--- config.mk ---
export PLATFORM = sky130hd
export DESIGN_NAME = uart_receiver
export DESIGN_NICKNAME = d
export VERILOG_FILES = /design/src/rtl/uart_pkg.sv /design/src/rtl/uart_rx_sync.sv /design/src/rtl/uart_receiver.sv
export SDC_FILE = /design/constraint.sdc
export NUM_CORES = 1
export LEC_CHECK = 0
export CAP_MARGIN = 40
export CELL_PAD_IN_SITES_DETAIL_PLACEMENT = 0
export CELL_PAD_IN_SITES_GLOBAL_PLACEMENT = 1
export CORE_MARGIN = 2
export CORE_UTILIZATION = 35
export CTS_BUF_LIST = sky130_fd_sc_hd__clkbuf_4
export DETAILED_ROUTE_END_ITERATION = 8
export MAX_ROUTING_LAYER = met4
export PLACE_DENSITY = 0.73
export SLEW_MARGIN = 20
export SYNTH_ARGS = -nofsm -noshare
export SYNTH_HDL_FRONTEND = slang
export SYNTH_SLANG_ARGS = --single-unit
--- constraint.sdc ---
create_clock -name i_clk -period 3.8 [get_ports i_clk]
set_input_delay 0.38 -clock i_clk [delete_from_list [all_inputs] [get_ports i_clk]]
set_output_delay 0.38 -clock i_clk [all_outputs]
set_load 0.02 [all_outputs]
--- src/rtl/uart_pkg.sv ---
// uart_pkg: UART frame constants, FSM state encoding and parity helper shared by receiver and transmitter
package uart_pkg;
  localparam int DATA_BITS = 8;
  localparam logic PARITY_ODD = 1'b0;
  typedef enum logic [2:0] {
    ST_IDLE      = 3'd0,
    ST_START     = 3'd1,
    ST_DATA      = 3'd2,
    ST_PARITY    = 3'd3,
    ST_STOP      = 3'd4,
    ST_WAIT_HIGH = 3'd5
  } uart_state_e;
  function automatic logic parity_bit(input logic [DATA_BITS-1:0] d);
    return (^d) ^ PARITY_ODD;
  endfunction
endpackage

--- src/rtl/uart_rx_sync.sv ---
// uart_rx_sync: 2-flop synchronizer for the asynchronous serial line, resets to the idle-high level
module uart_rx_sync (
  input  logic i_clk,
  input  logic i_rst_n,
  input  logic i_async,
  output logic o_sync
);
  logic r_meta;
  logic r_sync;
  // two-stage capture of the asynchronous line
  always_ff @(posedge i_clk or negedge i_rst_n) begin
    if (!i_rst_n) begin
      r_meta <= 1'b1;
      r_sync <= 1'b1;
    end else begin
      r_meta <= i_async;
      r_sync <= r_meta;
    end
  end
  assign o_sync = r_sync;
endmodule

--- src/rtl/uart_receiver.sv ---
// uart_receiver: oversampling UART receiver, 8N1 by default; define UART_RX_PARITY_EN for 8E1 framing with a parity-error strobe
module uart_receiver
  import uart_pkg::*;
#(
  parameter int CLKS_PER_BIT = 87,
  parameter bit MSB_FIRST    = 1'b0
) (
  input  logic                 i_clk,
  input  logic                 i_rst_n,
  input  logic                 i_rx_serial,
  output logic                 o_rx_dv,
  output logic [DATA_BITS-1:0] o_rx_byte,
  output logic                 o_rx_active,
`ifdef UART_RX_PARITY_EN
  output logic                 o_rx_frame_err,
  output logic                 o_rx_parity_err
`else
  output logic                 o_rx_frame_err
`endif
);
  localparam int CW = $clog2(CLKS_PER_BIT);
  localparam logic [CW-1:0] CNT_LAST = CW'(CLKS_PER_BIT - 1);
  localparam logic [CW-1:0] CNT_HALF = CW'((CLKS_PER_BIT - 1) / 2);
  localparam logic [2:0] IDX_LAST = 3'(DATA_BITS - 1);
`ifdef UART_RX_PARITY_EN
  localparam uart_state_e ST_AFTER_DATA = ST_PARITY;
`else
  localparam uart_state_e ST_AFTER_DATA = ST_STOP;
`endif

  logic                 w_rx_s;
  uart_state_e          r_state;
  uart_state_e          w_next;
  logic [CW-1:0]        r_clk_cnt;
  logic [2:0]           r_bit_idx;
  logic [DATA_BITS-1:0] r_shift;
  logic                 r_rx_dv;
  logic [DATA_BITS-1:0] r_rx_byte;
  logic                 r_frame_err;
  logic                 r_parity_err;
  logic                 w_cnt_last;
  logic                 w_cnt_half;
  logic                 w_sample_data;
  logic                 w_stop_sample;
  logic                 w_par_bad;
  logic                 w_good;
  logic                 w_frame_err;
  logic                 w_parity_err;
  logic                 w_active;
`ifdef UART_RX_PARITY_EN
  logic                 r_par_bit;
`endif

  uart_rx_sync u_sync (
    .i_clk   (i_clk),
    .i_rst_n (i_rst_n),
    .i_async (i_rx_serial),
    .o_sync  (w_rx_s)
  );

  assign w_cnt_last = (r_clk_cnt == CNT_LAST);
  assign w_cnt_half = (r_clk_cnt == CNT_HALF);

  // FSM state register
  always_ff @(posedge i_clk or negedge i_rst_n) begin
    if (!i_rst_n) r_state <= ST_IDLE;
    else          r_state <= w_next;
  end

  // FSM next-state decode; START re-checks the line at mid-bit to reject glitches
  always_comb begin
    w_next = r_state;
    case (r_state)
      ST_IDLE:      if (!w_rx_s) w_next = ST_START;
      ST_START:     if (w_cnt_half) w_next = w_rx_s ? ST_IDLE : ST_DATA;
      ST_DATA:      if (w_cnt_last && r_bit_idx == IDX_LAST) w_next = ST_AFTER_DATA;
`ifdef UART_RX_PARITY_EN
      ST_PARITY:    if (w_cnt_last) w_next = ST_STOP;
`endif
      ST_STOP:      if (w_cnt_last) w_next = w_rx_s ? ST_IDLE : ST_WAIT_HIGH;
      ST_WAIT_HIGH: if (w_rx_s) w_next = ST_IDLE;
      default:      w_next = ST_IDLE;
    endcase
  end

  // FSM output decode; a low stop bit wins over a parity mismatch
  always_comb begin
    w_sample_data = (r_state == ST_DATA) && w_cnt_last;
    w_stop_sample = (r_state == ST_STOP) && w_cnt_last;
`ifdef UART_RX_PARITY_EN
    w_par_bad     = (r_par_bit != parity_bit(r_shift));
`else
    w_par_bad     = 1'b0;
`endif
    w_frame_err   = w_stop_sample && !w_rx_s;
    w_good        = w_stop_sample && w_rx_s && !w_par_bad;
    w_parity_err  = w_stop_sample && w_rx_s && w_par_bad;
    w_active      = (r_state != ST_IDLE) && (r_state != ST_WAIT_HIGH);
  end

  // bit-period counter restarts on every state change and at each bit boundary
  always_ff @(posedge i_clk or negedge i_rst_n) begin
    if (!i_rst_n)                                                       r_clk_cnt <= '0;
    else if (w_next != r_state || r_state == ST_IDLE || w_cnt_last)     r_clk_cnt <= '0;
    else                                                                r_clk_cnt <= r_clk_cnt + 1'b1;
  end

  // data bit index and shift register, loaded at each mid-bit sample
  always_ff @(posedge i_clk or negedge i_rst_n) begin
    if (!i_rst_n) begin
      r_bit_idx <= '0;
      r_shift   <= '0;
    end else begin
      r_bit_idx <= (r_state != ST_DATA) ? 3'd0 : (w_sample_data ? r_bit_idx + 3'd1 : r_bit_idx);
      if (w_sample_data)
        r_shift <= MSB_FIRST ? {r_shift[DATA_BITS-2:0], w_rx_s} : {w_rx_s, r_shift[DATA_BITS-1:1]};
    end
  end

`ifdef UART_RX_PARITY_EN
  // capture of the received parity bit
  always_ff @(posedge i_clk or negedge i_rst_n) begin
    if (!i_rst_n)                                  r_par_bit <= 1'b0;
    else if (r_state == ST_PARITY && w_cnt_last)   r_par_bit <= w_rx_s;
  end
`endif

  // registered strobes; the byte register only changes on a good frame
  always_ff @(posedge i_clk or negedge i_rst_n) begin
    if (!i_rst_n) begin
      r_rx_dv      <= 1'b0;
      r_rx_byte    <= '0;
      r_frame_err  <= 1'b0;
      r_parity_err <= 1'b0;
    end else begin
      r_rx_dv      <= w_good;
      r_frame_err  <= w_frame_err;
      r_parity_err <= w_parity_err;
      if (w_good) r_rx_byte <= r_shift;
    end
  end

  assign o_rx_dv        = r_rx_dv;
  assign o_rx_byte      = r_rx_byte;
  assign o_rx_active    = w_active;
  assign o_rx_frame_err = r_frame_err;
`ifdef UART_RX_PARITY_EN
  assign o_rx_parity_err = r_parity_err;
`else
  logic w_unused;
  assign w_unused = r_parity_err;
`endif
endmodule
# After elaboration in Yosys (flattened, before gate mapping)
# Cells that the tools add are included.
# word_totals
regBits,33
latch_bits,0
mem_bits_rw,0
mem_bits_ro,0
inputBits,3
mem_count,0
# op_classes
n_addsub,2
n_mul,0
div_mod_pow,0
n_lt_le_gt_ge,0
n_eq_ne,10
shifts,0
mux,11
bitwise,0
reduce_logical,12
# ops
op,count
two-way mux 3 bit,8
case mux 3 bit (5 select lines),1
== test 3 bit (second input constant),3
adder 7 x 1 -> 7 bit (second input constant),1
== test 7 x 6 -> 1 bit (second input constant),1
== test 7 bit (second input constant),1
two-way mux 7 bit,1
logical AND 1 bit,6
adder 3 x 1 -> 3 bit (second input constant),1
== test 3 x 1 -> 1 bit (second input constant),1
== test 3 x 2 -> 1 bit (second input constant),1
logical NOT 3 bit,1
inequality test 3 x 2 -> 1 bit (second input constant),1
inequality test 3 bit,1
inequality test 3 bit (second input constant),1
nonzero test 3 bit,1
logical OR 1 bit,2
two-way mux 2 bit,1
nonzero test 2 bit,1
logical NOT 1 bit,1

# Longest topological paths before layout
# logic_depth
ltp_word,8
mapped_depth,6

# Modules after synthesis
# A second synthesis with hierarchy kept.
# unflattened
hier_cells,115
hier_area_um2,1473.9
# by_module_without_submodules
mod,n_inst,cells_each,area_each_um2,seq_area_each_um2
uart_receiver,1,113,1421.4,775.7
uart_rx_sync,1,2,52.6,52.6

# Worst setup path after synthesis
# Ideal clock, no wire load.
# synth_timing
path_kind,register to register
from,reg r_clk_cnt[0]
to,reg r_rx_byte[0] (netlist: o_rx_byte[0])
setup_time_ns,0.125
arrival_time_ns,1.380
path_slack_ns,2.295
stages_incl_launch_ff,7
path_buffers,1
period_less_slack_ns,1.505
cell_sequence,dfrtp_1 > inv_1 > ha_1 > and4_4 > buf_8 > nand4_4 > mux2_2
# synth_between
elab_chain_len,3
# synth_lines
element,line,text
start: declaration,uart_receiver.sv:34,logic [CW-1:0] r_clk_cnt;
start signal: assignment,uart_receiver.sv:105,else r_clk_cnt <= r_clk_cnt + 1'b1;
== test 7 bit,uart_receiver.sv:61,assign w_cnt_last = (r_clk_cnt == CNT_LAST);
logical AND 1 bit,uart_receiver.sv:89,w_stop_sample = (r_state == ST_STOP) && w_cnt_last;
logical AND 1 bit,-,
end signal: assignment,uart_receiver.sv:139,if (w_good) r_rx_byte <= r_shift;
end: declaration,uart_receiver.sv:38,logic [DATA_BITS-1:0] r_rx_byte;
# Every way passes these cells.
# A chain may end at the register's enable or synchronous reset.

# Worst setup path in the final report
# layout_timing
from,reg r_state[2]
to,out o_rx_active
# layout_between
elab_chain_len,2
word_cells_on_any_way,3
cone_classes,1 x eq/ne; 2 x reduce/logical
# layout_lines
element,line,text
start: declaration,uart_receiver.sv:32,uart_state_e r_state;
start signal: assignment,uart_receiver.sv:67,else r_state <= w_next;
inequality test 3 bit / nonzero test 3 bit (equally long branches),uart_receiver.sv:98,w_active = (r_state != ST_IDLE) && (r_state != ST_WAIT_HIGH);
logical AND 1 bit *,uart_receiver.sv:98,
end: declaration,uart_receiver.sv:13,"output logic o_rx_active,"
# Mark *: on every way between the ends. The rest lies on a longest branch, timed or not.

==> reports/qor.yml <==
async_flop_share: 1.00
drc_errors: 0
outcome: "finished, final reports clean"
crit_path_start_kind: "flop"
gp_congestion: 0.837
die_x_um: 68.6
clkTransAtPathRegs_ns: 0.10
firstDrtPassIters: 4
syn_nets: 121
setup_viol_count_final: 0
fin_crit_ns: 2.24
timing.setup.tns_ns: 0
synth_compound_area_frac: 0.0522
antenna_found_initial: 0
grt_util_all_layers: 0.125
tightest_slew_ns: 0.453
antenna_cells: 0
crit_type: "reg -> out"
hold_buffers: 0
htreeDepth: 2
post_cts_buffers: 0
ys.flop_type: "dfrtp_1"
nNetsFinal: 137
clkSinkCount: 33
cp_data_arrival_time_ns: 1.86
muxShareOfSynthArea: 0.123
cts_tree: "yes"
syn_avg_cell_area_um2: 12.8
pin_count: 14
total_leakage_power_nw: 0.786
crit_path_end_kind: "output port"
r2r_cells: 5
irDropWorstVdd_mv: 0.174
grt-ovfl-total: 0
clkLatencyLatePin_ns: 0.32
post-place-cells: 173
report.final.slew_viol_count: 0
vias: 894
drive_gt1_frac: 0.237
wire_per_inst_um: 12.8
numCtsBuffers: 5
synthXorXnorAreaFrac: 0.0420
hold_depth: 0
synthCells: 114
maxCapViolations: 0
rsz0062_at_grt: "no"
power_density_nw_per_um2: 389
hpwl_um: 1620
via_per_inst: 4.94
grt_start_max_net_pins: 34
required_ns: 3.42
synth_fa_ha_area_frac: 0.0342
syn2layout_area_growth_pct: 16.3
root_buffer: "clkbuf_4"
die_height_um: 68.6
coreArea_um2: 4000
grt_pass1_vias: 864
relSlewSlack: 0.694
start_util: 0.365
fin_skew_ns: 0.00995
netlist_area_um2: 1460
postCtsResizedCells: 0
cts_max_path_buffers: 2
final_cells: 181
synth_edf_count: 0
synthSimpleGateAreaFrac: 0.148
ys_ff_latch: 33
synth.distinct_cells: 32
die_area_um2: 4710
wl_um: 2310
finalHoldViolCount: 0
grt_pass1_wl_um: 4040
portBuffers: 13
synth_top_family_by_area: "simple AND/OR/NAND/NOR gates"
ys_warn_count: 0
fmax_mhz: 447
min_period_over_period: 0.588
row_count: 23
drt_iter0_drc: 18
detail-route-antenna-nets: 0
hp-class: "reg -> reg"
yosysSeqAreaShare: 0.567
cp_max_fo: 9
metal layers:
metal / track usage / up-vias / share of wire
li1: - / 432 / -
met1: 0.165 / 438 / 0.49
met2: 0.168 / 20 / 0.46
met3: 0.0455 / 4 / 0.042
met4: 0.0600 / 0 / 0.014
met5: - / - / 0
cell type report:
cell class / instances / area, um^2
multi-input combinational: 74 / 584
fill: 371 / 2300
tap: 50 / 62.6
sequential: 33 / 828
clock inverter: 2 / 33.8
timing repair buffer: 14 / 138
inverter: 2 / 7.51
clock buffer: 6 / 45.0
per-stage QoR:
stage | setup slack, ns | total power [mW] | util | hold slack (ns) | area (um^2)
after floorplan | 2.30 | 0.396 | - | 0.0844 | 1460
after global placement | 1.96 | 0.410 | 0.405 | 0.348 | 1620
after detailed placement | 1.91 | 0.411 | 0.405 | 0.351 | 1620
after CTS | 1.54 | 0.672 | 0.425 | 0.366 | 1700
after global routing | 1.45 | 0.693 | 0.425 | 0.371 | 1700
final | 1.56 | 0.661 | 0.425 | 0.364 | 1700
layout by cell type, fill, tap and decap left out, drive strengths merged:
cell / n
bufinv: 1
clkdlybuf4s50: 13
xor2: 4
clkinv: 1
a21oi: 4
buf: 1
o211a: 1
nor4: 1
nand4: 4
o22a: 1
o21ai: 1
and4: 2
nor2: 6
and2: 2
nor3: 6
xnor2: 3
mux2: 16
o21bai: 1
inv: 2
nand2: 8
a21o: 1
clkbuf: 6
nand3: 5
dfstp: 2
nor4b: 1
o31ai: 1
nor2b: 1
ha: 4
dfrtp: 31
o2bb2ai: 1
critical path, stage by stage (launching register included):
cell	delay (ns)
dfrtp_1	0.50
nor2_1	0.36
o21bai_1	0.12
clkdlybuf4s50_1	0.55
kinds of logic after synthesis:
group | Yosys count
AND/OR/NAND/NOR | 36
flip-flops | 33
multiplexers | 16
AO/OA/AOI/OAI | 11
XOR/XNOR | 7
buffers and inverters | 7
adder cells (fa/ha/maj) | 4
where the power goes:
group / internal, mW / switching [mW] / total [mW]
clock: 0.144 / 0.113 / 0.258
sequential: 0.357 / 0.00941 / 0.367
combinational: 0.0141 / 0.0232 / 0.0373
total: 0.515 / 0.146 / 0.661
cells in the mapped netlist, drive strengths merged, types with 2 or more instances:
master | instances | area, um^2
nand2 | 8 | 30.0
nand3 | 5 | 37.5
buf | 4 | 37.5
and4 | 2 | 20.0
dfstp | 2 | 52.6
inv | 2 | 7.51
nor2 | 6 | 22.5
a21oi | 4 | 20.0
ha | 4 | 50.1
nand4 | 4 | 40.0
xor2 | 4 | 35.0
xnor2 | 3 | 26.3
mux2 | 16 | 180
and2 | 2 | 15.0
dfrtp | 31 | 776
nor3 | 6 | 30.0
registers in the layout, summed over array words and instances, names as in the netlist:
name / cells
o_rx_dv: 1
o_rx_frame_err: 1
r_shift: 8
u_sync.r_meta: 1
r_state: 3
u_sync.o_sync: 1
r_clk_cnt: 7
o_rx_byte: 8
r_bit_idx: 3
worst paths after layout:
check / endpoint / startpoint / slack [ns]
max: o_rx_active / r_state[2] / 1.56
min reg2reg: u_sync.o_sync / u_sync.r_meta / 0.36
min in group asynchronous: r_clk_cnt[1] / i_rst_n / 0.44
min: u_sync.o_sync / u_sync.r_meta / 0.36
max reg2reg: o_rx_byte[5] / r_clk_cnt[0] / 2.15
max in group asynchronous: u_sync.o_sync / i_rst_n / 3.03
Power figures use the tool's default switching activity.
